## src/rtl/seg7_scan_driver.sv

```systemverilog
// Multiplexed hex seven-segment scanner: one digit per scan_clk rising edge, anode-off gap between digits.
// Latency: outputs registered; digit off at E+1, new digit from E+1+GHOST. No backpressure (free-running display).
module seg7_scan_driver #(
  parameter int DIGITS      = 8,
  parameter int GHOST       = 4,
  parameter bit LZ_SUPPRESS = 1'b0
) (
  input  logic        clk,
  input  logic        rst_n,
  input  logic        scan_clk,
  input  logic [31:0] data,
  input  logic [7:0]  dp,
  input  logic [7:0]  blank,
  output logic [7:0]  an,
  output logic [6:0]  seg,
  output logic        dp_n
);

  localparam int CW = (GHOST > 1) ? $clog2(GHOST) : 1;

  typedef enum logic [1:0] {IDLE, GAP, SHOW} state_t;

  state_t        state_q, state_d;
  logic [2:0]    idx_q, idx_d;
  logic [CW-1:0] cnt_q, cnt_d;
  logic          scan_clk_q;
  logic          tick;
  logic [31:0]   data_q, data_d;
  logic [7:0]    dp_q, dp_d;
  logic [7:0]    blank_q, blank_d;
  logic [7:0]    an_q, an_d;
  logic [6:0]    seg_q, seg_d;
  logic          dp_n_q, dp_n_d;
  logic [7:0]    lz;
  logic          zero_run;
  logic [3:0]    nib;
  logic          show;

  function automatic logic [6:0] decode(input logic [3:0] n);
    case (n)
      4'h0:    decode = 7'b1000000;
      4'h1:    decode = 7'b1111001;
      4'h2:    decode = 7'b0100100;
      4'h3:    decode = 7'b0110000;
      4'h4:    decode = 7'b0011001;
      4'h5:    decode = 7'b0010010;
      4'h6:    decode = 7'b0000010;
      4'h7:    decode = 7'b1111000;
      4'h8:    decode = 7'b0000000;
      4'h9:    decode = 7'b0010000;
      4'hA:    decode = 7'b0001000;
      4'hB:    decode = 7'b0000011;
      4'hC:    decode = 7'b1000110;
      4'hD:    decode = 7'b0100001;
      4'hE:    decode = 7'b0000110;
      default: decode = 7'b0001110;
    endcase
  endfunction

  assign tick = scan_clk & ~scan_clk_q;

  always_comb begin
    state_d = state_q;
    idx_d   = idx_q;
    cnt_d   = cnt_q;
    data_d  = data_q;
    dp_d    = dp_q;
    blank_d = blank_q;
    if (tick) begin
      if (state_q == IDLE) idx_d = 3'd0;
      else                 idx_d = (idx_q == 3'(DIGITS - 1)) ? 3'd0 : idx_q + 3'd1;
      // Snapshot only at frame start so a mid-frame data change never tears.
      if (idx_d == 3'd0) begin
        data_d  = data;
        dp_d    = dp;
        blank_d = blank;
      end
      state_d = (GHOST == 0) ? SHOW : GAP;
      cnt_d   = (GHOST > 0) ? CW'(GHOST - 1) : '0;
    end else if (state_q == GAP) begin
      if (cnt_q == '0) state_d = SHOW;
      else             cnt_d   = cnt_q - 1'b1;
    end
  end

  // Outputs are decoded from next-state values so the registered pins line up with the state.
  always_comb begin
    lz       = '0;
    zero_run = 1'b1;
    for (int i = 7; i >= 0; i--) begin
      if (i < DIGITS) begin
        zero_run = zero_run & (data_d[4*i +: 4] == 4'h0);
        lz[i]    = zero_run & (i > 0);
      end
    end
    nib    = data_d[{idx_d, 2'b00} +: 4];
    show   = (state_d == SHOW) && !blank_d[idx_d] && !(LZ_SUPPRESS && lz[idx_d]);
    an_d   = show ? ~(8'b1 << idx_d) : 8'hFF;
    seg_d  = show ? decode(nib) : 7'h7F;
    dp_n_d = show ? ~dp_d[idx_d] : 1'b1;
  end

  always_ff @(posedge clk) begin
    if (!rst_n) begin
      state_q    <= IDLE;
      idx_q      <= 3'd0;
      cnt_q      <= '0;
      scan_clk_q <= 1'b0;
      data_q     <= '0;
      dp_q       <= '0;
      blank_q    <= '0;
      an_q       <= 8'hFF;
      seg_q      <= 7'h7F;
      dp_n_q     <= 1'b1;
    end else begin
      state_q    <= state_d;
      idx_q      <= idx_d;
      cnt_q      <= cnt_d;
      scan_clk_q <= scan_clk;
      data_q     <= data_d;
      dp_q       <= dp_d;
      blank_q    <= blank_d;
      an_q       <= an_d;
      seg_q      <= seg_d;
      dp_n_q     <= dp_n_d;
    end
  end

  assign an   = an_q;
  assign seg  = seg_q;
  assign dp_n = dp_n_q;

endmodule
```

## config.mk

```make
export PLATFORM = sky130hd
export DESIGN_NAME = seg7_scan_driver
export DESIGN_NICKNAME = d
export VERILOG_FILES = /design/src/rtl/seg7_scan_driver.sv
export SDC_FILE = /design/constraint.sdc
export NUM_CORES = 1
export LEC_CHECK = 0
export ABC_CLOCK_PERIOD_IN_PS = 4800
export BUFFER_PORTS_ARGS = -buffer_cell sky130_fd_sc_hd__buf_2
export CORE_MARGIN = 2
export CORE_UTILIZATION = 50
export DETAILED_ROUTE_END_ITERATION = 8
export PLACE_DENSITY_LB_ADDON = 0.12
export SLEW_MARGIN = 20
export SYNTH_ARGS = -nofsm -noshare
export SYNTH_HDL_FRONTEND = slang
export SYNTH_SLANG_ARGS = --single-unit
export TNS_END_PERCENT = 20
```

## constraint.sdc

```tcl
create_clock -name clk -period 4.8 [get_ports clk]
set_input_delay 0.48 -clock clk [delete_from_list [all_inputs] [get_ports clk]]
set_output_delay 0.48 -clock clk [all_outputs]
set_load 0.005 [all_outputs]
```

==> results_dict.tcl, run 1 <==
set metrics [dict create \
    outcome "completed" \
    ys_types 58 \
    min_period_ns 3.88 \
    portBuffers 66 \
    clk_latency_ns 0.35 \
    viasPerCell 5.52 \
    yosys_most_used_dff "dfxtp_1" \
    end_kind "flip-flop" \
    clk_path_buf_depth 2 \
    drive_gt1_share_pct 22.7 \
    die_y_um 86.4 \
    place_ws_ns 0.962 \
    drt-initial-drc-count 162 \
    netlist_area_um2 3400 \
    htreeDepth 3 \
    clockRootBuffer "clkbuf_8" \
    clkPwrFrac_pct 35.8 \
    route.detailed.drc 0 \
    ir_drop_mv 0.174 \
    area_delta_synth_final_pct 15.3 \
    cts_tree "built" \
    postSynth.asyncResetShare_pct 0 \
    firstDrtPassIters 4 \
    p_sw_mw 0.381 \
    ys_seq_area_share_pct 42.4 \
    p_sw_share_pct 27.8 \
    syn_inst 407 \
    ys_ff_latch 72 \
    arrival_ns 4.09 \
    coreArea_um2 6680 \
    grt_pass1_vias 2849 \
    power.density_nw_per_um2 349 \
    slowest_delay_ns 0.66 \
    finClkSkew_ns 0.00452 \
    timing_worst_slew_pin_value_ns 0.930 \
    routabilityCongestion 0.826 \
    finalHoldViolCount 0 \
    grt_pass1_wl_um 13500 \
    antenna_found_initial 0 \
    grt_max_degree 55 \
    numCtsBuffers 9 \
    rsz0062_at_grt "no" \
    fmax_mhz 258 \
    crit_family "compound AO/OA/AOI/OAI gates" \
    power.leakage_nw 1.57 \
    synth_edf_count 0 \
    pwr-share-seq_pct 47.5 \
    antenna_cells 0 \
    placementRows 30 \
    dieArea_um2 7470 \
    post_cts_buffers 0 \
    intPower_mw 0.987 \
    die_w_um 86.4 \
    maxCapViolCount 0 \
    synth_largest_area_cell "dfxtp_1" \
    setup_viol 0 \
    slew_violations 0 \
    max_slew_margin_pct 38.0 \
    syn_area_per_cell_um2 8.35 \
    fin_crit_sh_pct 80.8 \
    routed_wl_um 8020 \
    crit_chain "ha_1 -> ha_1 -> nor2_1 -> a21oi_1 -> nor2_4 -> a21oi_1 -> a32oi_1 -> inv_1 -> ha_1 -> nor2b_2 -> a21oi_1 -> o221ai_1" \
    crit_fanout 35 \
    hold_buffers 0 \
    numClockSinks 72 \
    hold_slack_ns 0.362 \
    fin_ws_ns 0.923 \
    start_util_pct 50.8 \
    setup-tns-final_ns 0 \
    yosysWarnings 0 \
    crit_type "reg2reg" \
    worstSetupStartpointType "flip-flop" \
    synth_fp_nets 467 \
    vias 3012 \
    track_usage_pct 22.7 \
    wire_per_inst_um 14.7 \
    io_pins 67 \
    ant_nets 0 \
    cp_num_buf_inv 1 \
    hp-class "in2reg" \
    synth_top_area_share_pct 42.4 \
    grt-ovfl-total 0 \
    synthTopCellsByArea "dfxtp_1 42%, nand2_1 11%, a21oi_1 7.4%" \
    dpl.hpwl_um 5630 \
    clk_pin_slew_worst_paths_ns 0.08 \
    crit_slowest_cell "nor2_4" \
    post_cts_resized 0 \
    fin_nets 521 \
    combPwrFrac_pct 16.7 \
    crit_required_ns 5.01 \
]
power by group through the flow:
| stage | Clock, mW | Combinational, mW | Sequential (mW) |
|---|---|---|---|
| 2_1_floorplan | 0 | 0.174 | 0.655 |
| 3_3_place_gp | 0 | 0.222 | 0.663 |
| 3_5_place_dp | 0 | 0.227 | 0.663 |
| 4_1_cts | 0.498 | 0.229 | 0.649 |
| 5_1_grt | 0.523 | 0.258 | 0.652 |
| 6_report | 0.489 | 0.229 | 0.649 |
registers in the layout, indices dropped and copies added, names as in the netlist:
name and count:
scan_clk_q 1, an 8, dp_n 1, state_q 2, idx_q 3, cnt_q 2, data_q 32, dp_q 8
blank_q 8, seg 7
layer usage:
| layer | track usage [%] | vias to the layer above | share of wire (%) |
|---|---|---|---|
| li1 | - | 1520 | - |
| met1 | 30.4 | 1396 | 45 |
| met2 | 35.4 | 73 | 47 |
| met3 | 4.29 | 23 | 4.5 |
| met4 | 10.8 | 0 | 2.8 |
| met5 | 0 | - | 0 |
stage by stage:
| stage | total power [mW] | utilization, % | instance area [um^2] | cells |
|---|---|---|---|---|
| detailed placement | 0.890 | 55.5 | 3710 | 530 |
| finish | 1.37 | 58.6 | 3920 | 546 |
| floorplan | 0.829 | - | 3400 | 407 |
| global route | 1.43 | 58.6 | 3920 | 546 |
| CTS | 1.38 | 58.6 | 3920 | 546 |
| global placement | 0.885 | 55.5 | 3710 | 530 |
tightest hold or removal path, delay by kind of cell:
family / cells / cell delay (ns)
compound gates: 1 / 0.05
buf+inv: 1 / 0.09
simple gates: 1 / 0.04
cell families after synthesis:
kind of cell	after synthesis	synth area share, %
fa+ha+maj	9	3.31
simple gates	162	21.0
xor+xnor	1	0.258
flops	72	42.4
buf+inv	37	5.67
mux	28	8.69
compound gates	98	18.6
final cells by class:
cell class / instances / area (um^2)
Fill cell: 641 / 2760
Multi-Input combinational cell: 298 / 1770
Sequential cell: 72 / 1440
Timing Repair Buffer: 70 / 360
Clock buffer: 11 / 151
Tap cell: 80 / 100
Clock inverter: 5 / 55.1
Inverter: 10 / 38.8
worst paths after layout:
path,from,end,slack [ns],cells past startpoint
worst max-delay path,idx_q[0],seg[6],0.92,12
worst min-delay path,blank[5],blank_q[5],0.36,3
worst max register to register,idx_q[0],seg[6],0.92,12
worst min register to register,data_q[22],data_q[22],0.46,2
Yosys cell counts (all sizes together) (2+ instances only):
library cell / instances
nand2: 99
dfxtp: 72
a21oi: 50
nor2: 25
mux2i: 22
buf: 20
nand3: 16
ha: 9
inv: 9
o21ai: 8
clkbuf: 7
mux2: 6
o221ai: 5
a221oi: 4
a22oi: 4
nand2b: 4
nand4: 4
nor3: 4
a21o: 3
a32oi: 3
a211oi: 2
a311oi: 2
a31oi: 2
nor2b: 2
nor4b: 2
o211ai: 2
o21a: 2
o311ai: 2
or2: 2
layout by cell type, fill, tap and decap left out, drive strengths merged, types with 4 or more instances in the layout:
cell type,synthesis,final
buf,20,70
dfxtp,72,72
ha,9,9
nand2,99,99
a221oi,4,4
clkbuf,7,11
nor3,4,4
o221ai,5,5
mux2i,22,22
inv,9,9
nor2,25,25
mux2,6,6
nand3,16,16
nand4,4,4
o21ai,8,8
a22oi,4,4
a21oi,50,50
nand2b,4,4
(Power assumes the default switching activity.)
==> run 2: changes to the inputs <==
--- a/config.mk
+++ b/config.mk
@@ -5,7 +5,7 @@
 export SDC_FILE = /design/constraint.sdc
 export NUM_CORES = 1
 export LEC_CHECK = 0
-export ABC_CLOCK_PERIOD_IN_PS = 4800
+export ABC_CLOCK_PERIOD_IN_PS = 3700
 export BUFFER_PORTS_ARGS = -buffer_cell sky130_fd_sc_hd__buf_2
 export CORE_MARGIN = 2
 export CORE_UTILIZATION = 50
==> constraint.sdc (replaced) <==
create_clock -name clk -period 3.7 [get_ports clk]
set_input_delay 0.37 -clock clk [delete_from_list [all_inputs] [get_ports clk]]
set_output_delay 0.37 -clock clk [all_outputs]
set_load 0.005 [all_outputs]
==> run 2 against run 1 <==
Against the previous run:
- sequential power up 30%
- maximum frequency is 17% higher
- hold slack lost 0.11 ns
- global-route usage decreased by 0.22 points
- register-to-register slack lost 0.53 ns
- clock power is 45% higher
- core utilization grew 1.1 points
- routed wire length down 0.92%
- final cell count is 1.3% higher
- critical path type unchanged
- largest cell class unchanged
==> results_dict.tcl, run 2 (synthesized netlist as in run 1, its figures left out) <==
set metrics [dict create \
    max_slew_margin_pct 37.1 \
    start_util_pct 50.8 \
    holdPathEnd "data_q[28]" \
    numCtsBuffers 9 \
    cts_tree "built" \
    final-seq-area_um2 1440 \
    io_pins 67 \
    hold_slack_ns 0.249 \
    fill_cells 633 \
    r2r_cells 12 \
    grt_pass1_wl_um 13300 \
    rsz0062_at_grt "no" \
    antenna_cells 0 \
    r2r_slack_ns 0.39 \
    grt-ovfl-total 0 \
    fin_nets 528 \
    final_common_cell "nand2_1" \
    cp_num_buf_inv 1 \
    ant_nets 0 \
    area_delta_synth_final_pct 17.6 \
    timing.rr.end "seg[6]" \
    mostFrequentLayoutCells "99 x nand2_1, 72 x dfxtp_1, 66 x buf_2" \
    die_y_um 86.4 \
    clockRootBuffer "clkbuf_8" \
    fin_crit_sh_pct 89.5 \
    crit_chain "ha_1 -> ha_1 -> or2_1 -> a21oi_1 -> nand2b_1 -> a41oi_1 -> a32oi_1 -> inv_1 -> ha_1 -> nor2b_2 -> a21oi_1 -> o221ai_1" \
    post_cts_buffers 0 \
    crit_slowest_cell "dfxtp_1" \
    crit_fanout 11 \
    dpl.hpwl_um 5620 \
    min_period_ns 3.31 \
    hp-class "in2reg" \
    track_usage_pct 22.5 \
    wire_per_inst_um 14.4 \
    drt-initial-drc-count 130 \
    maxCapViolCount 0 \
    viasPerCell 5.52 \
    setup-tns-final_ns 0 \
    routabilityCongestion 0.842 \
    routed_wl_um 7950 \
    grt_max_degree 55 \
    clk_path_buf_depth 2 \
    coreArea_um2 6680 \
    clk_latency_ns 0.35 \
    fmax_mhz 302 \
    numClockSinks 72 \
    regMostFlops "data_q" \
    end_kind "flip-flop" \
    grt_pass1_vias 2879 \
    portBuffers 66 \
    antenna_found_initial 0 \
    drive_gt1_share_pct 23.9 \
    multiInputGateArea_um2 1770 \
    largest_register_ffs 32 \
    ir_drop_mv 0.261 \
    firstDrtPassIters 4 \
    slew_violations 0 \
    route.detailed.drc 0 \
    clk_pin_slew_worst_paths_ns 0.07 \
    crit_required_ns 3.92 \
    arrival_ns 3.53 \
    outcome "completed" \
    post_cts_resized 0 \
    hold_buffers 0 \
    placementRows 30 \
    htreeDepth 3 \
    worstSetupStartpointType "flip-flop" \
    timing_worst_slew_pin_value_ns 0.944 \
    power.leakage_nw 1.62 \
    setup_viol 0 \
    crit_type "reg2reg" \
    crit_family "compound AO/OA/AOI/OAI gates" \
    reg2reg_from "idx_q[0]" \
    power.density_nw_per_um2 465 \
    min_delay_path_depth 3 \
    finalHoldViolCount 0 \
    dieArea_um2 7470 \
    slowest_delay_ns 0.44 \
    die_w_um 86.4 \
    vias 3050 \
    cp_common_cell "ha_1" \
    finClkSkew_ns 0.00674 \
    holdCritStartpoint "data[28]" \
]
-- run 2: changes by cell type in the layout (fill, tap and decap cells not counted), sizes merged --
cell,previous run,this run
buf,70,77
bufinv,1,2
clkinv,3,4
clkinvlp,2,0
-- run 2: report_power, final --
group          leakage (nW)  switching, mW  total, mW  internal, mW
combinational         0.913          0.180      0.305         0.126
clock                 0.119          0.293      0.708         0.415
sequential            0.589         0.0246      0.842         0.817
total                  1.62          0.497       1.86          1.36
-- run 2: layout make-up --
class	instances	share of cell area [%]
multi-input combinational	298	44.3
inverter	10	0.971
tap	80	2.51
sequential	72	36.1
clock buffer	11	3.79
clock inverter	5	1.97
timing repair buffer	77	10.3
-- run 2: how the worst max path moves through the flow --
| stage | to | from | depth (start not counted) |
|---|---|---|---|
| 2_1_floorplan | seg[5] | idx_q[1] | 13 |
| 6_report | seg[6] | idx_q[0] | 12 |
| 4_1_cts | seg[6] | idx_q[0] | 12 |
| 5_1_grt | seg[6] | idx_q[0] | 12 |
| 3_5_place_dp | seg[6] | idx_q[0] | 12 |
| 3_3_place_gp | seg[6] | idx_q[0] | 12 |
-- run 2: tightest hold or removal path, stage by stage --
cell,delay (ns)
buf_2,0.09
nand2_1,0.04
a21oi_1,0.05
-- run 2: per-stage QoR --
stage	cells	worst slack (ns)	area [um^2]	power [mW]	util, %
floorplan	407	0.734	3400	1.07	-
global route	553	0.124	3990	1.94	59.8
global placement	537	0.511	3760	1.16	56.3
finish	553	0.390	3990	1.86	59.8
detailed placement	537	0.398	3760	1.16	56.3
CTS	553	0.389	3990	1.88	59.8
-- run 2: metal layers --
metal	vias to the layer above	wire length [um]	GRT usage (%)
met3	11	438	5.05
met2	88	3780	37.0
met1	1417	3610	28.8
met5	-	0	0
met4	0	115	8.52
li1	1534	-	-
==> run 3: changes to the inputs <==
--- a/config.mk
+++ b/config.mk
@@ -9,6 +9,7 @@
 export BUFFER_PORTS_ARGS = -buffer_cell sky130_fd_sc_hd__buf_2
 export CORE_MARGIN = 2
 export CORE_UTILIZATION = 50
+export CTS_BUF_LIST = sky130_fd_sc_hd__clkbuf_16
 export DETAILED_ROUTE_END_ITERATION = 8
 export PLACE_DENSITY_LB_ADDON = 0.12
 export SLEW_MARGIN = 20
==> run 3 against run 2 <==
Against the previous run:
- routed wire length grew 0.47%
- core utilization grew 1.2 points
- sequential power is essentially flat
- design area grew 2.0%
- maximum frequency grew 0.30%
- power grew 11%
- clock power grew 28%
- final cell count is the same
- global-route usage is essentially flat
- hold slack gained 0.025 ns
- largest power group is now the clock network
- highest routed layer unchanged
==> results_dict.tcl, run 3 (synthesized netlist as in run 1, its figures left out) <==
set metrics [dict create \
    finClkSkew_ns 0.00469 \
    crit_fanout 11 \
    clkPwrFrac_pct 44.1 \
    mostFrequentLayoutCells "99 x nand2_1, 72 x dfxtp_1, 66 x buf_2" \
    fin_util_pct 61.0 \
    grt_pass1_wl_um 13400 \
    htreeDepth 3 \
    hold_buffers 0 \
    use_met1_pct 29.0 \
    finalHoldViolCount 0 \
    largest_register_ffs 32 \
    viasPerCell 5.54 \
    routed_wl_um 7980 \
    clockRootBuffer "clkbuf_16" \
    min_period_ns 3.30 \
    wire_per_inst_um 14.4 \
    setup_viol 0 \
    final_area_um2 4080 \
    drt-initial-drc-count 157 \
    die_y_um 86.4 \
    fin_nets 528 \
    start_util_pct 50.8 \
    dpl.hpwl_um 5620 \
    coreArea_um2 6680 \
    firstDrtPassIters 4 \
    max_slew_margin_pct 38.6 \
    fin_ws_ns 0.400 \
    clk_pin_slew_worst_paths_ns 0.06 \
    post_cts_buffers 0 \
    cts_tree "built" \
    regMostFlops "data_q" \
    place_ws_ns 0.398 \
    io_pins 67 \
    busiest_layer "met2" \
    grt_pass1_vias 2881 \
    combPwrFrac_pct 14.9 \
    clk_path_buf_depth 2 \
    antenna_cells 0 \
    placementRows 30 \
    final_common_cell "nand2_1" \
    end_kind "flip-flop" \
    vias 3062 \
    outcome "completed" \
    routabilityCongestion 0.842 \
    area_delta_synth_final_pct 20.0 \
    grt_max_degree 55 \
    intPower_mw 1.53 \
    ir_drop_mv 0.287 \
    p_sw_share_pct 25.7 \
    route.detailed.drc 0 \
    numPlacedInstances 537 \
    power.density_nw_per_um2 504 \
    antenna_found_initial 0 \
    clk_latency_ns 0.33 \
    slew_violations 0 \
    track_usage_pct 22.5 \
    numClockSinks 72 \
    fin_crit_sh_pct 89.2 \
    timing_worst_slew_pin_value_ns 0.920 \
    post_cts_resized 0 \
    fmax_mhz 303 \
    rsz0062_at_grt "no" \
    drive_gt1_share_pct 23.5 \
    p_sw_mw 0.527 \
    gr-usage-met3_pct 4.48 \
    grt-ovfl-total 0 \
    ant_nets 0 \
    grtUsageMet2_pct 37.1 \
    numCtsBuffers 9 \
    place_area_um2 3760 \
    arrival_ns 3.49 \
    r2r_slack_ns 0.40 \
    die_w_um 86.4 \
    maxCapViolCount 0 \
    portBuffers 66 \
    crit_type "reg2reg" \
    dieArea_um2 7470 \
    crit_required_ns 3.89 \
    hp-class "in2reg" \
    pwr-share-seq_pct 41.0 \
    worstSetupStartpointType "flip-flop" \
    fin_cells 553 \
    setup-tns-final_ns 0 \
    power.leakage_nw 1.66 \
]
run 3: layout make-up:
type	instances	area, um^2
Sequential cell	72	1440
Clock buffer	9	225
Tap cell	80	100
Timing Repair Buffer	77	413
Multi-Input combinational cell	298	1770
Clock inverter	7	86.3
Inverter	10	38.8
Fill cell	622	2610
run 3: layer usage:
metal	routed length, um	vias to the layer above
met1	3600	1417
li1	-	1541
met5	0	-
met4	150	0
met3	404	14
met2	3830	90
run 3: power groups by stage:
stage / logic [mW] / registers, mW / clock network [mW]
2_1_floorplan: 0.225 / 0.849 / 0
3_3_place_gp: 0.297 / 0.859 / 0
3_5_place_dp: 0.303 / 0.860 / 0
4_1_cts: 0.305 / 0.843 / 0.917
5_1_grt: 0.343 / 0.847 / 0.946
6_report: 0.306 / 0.843 / 0.906
run 3: worst max-delay path: stages, from the launching register on:
cell	delay (ns)
dfxtp_1	0.43
ha_1	0.26
ha_1	0.24
or2_1	0.26
a21oi_1	0.32
nand2b_1	0.43
a41oi_1	0.18
a32oi_1	0.29
inv_1	0.13
ha_1	0.23
nor2b_2	0.16
a21oi_1	0.11
o221ai_1	0.13
run 3: metrics by stage:
stage | hold WS (ns) | power (mW)
global placement | 0.442 | 1.16
detailed placement | 0.449 | 1.16
floorplan | 0.431 | 1.07
finish | 0.274 | 2.06
global route | 0.291 | 2.14
CTS | 0.270 | 2.07
run 3: worst paths after layout:
check	endpoint	startpoint	cells past startpoint
worst max-delay path	seg[6]	idx_q[0]	12
worst min-delay path	data_q[27]	data[27]	3
worst max register to register	seg[6]	idx_q[0]	12
worst min register to register	data_q[21]	data_q[21]	2
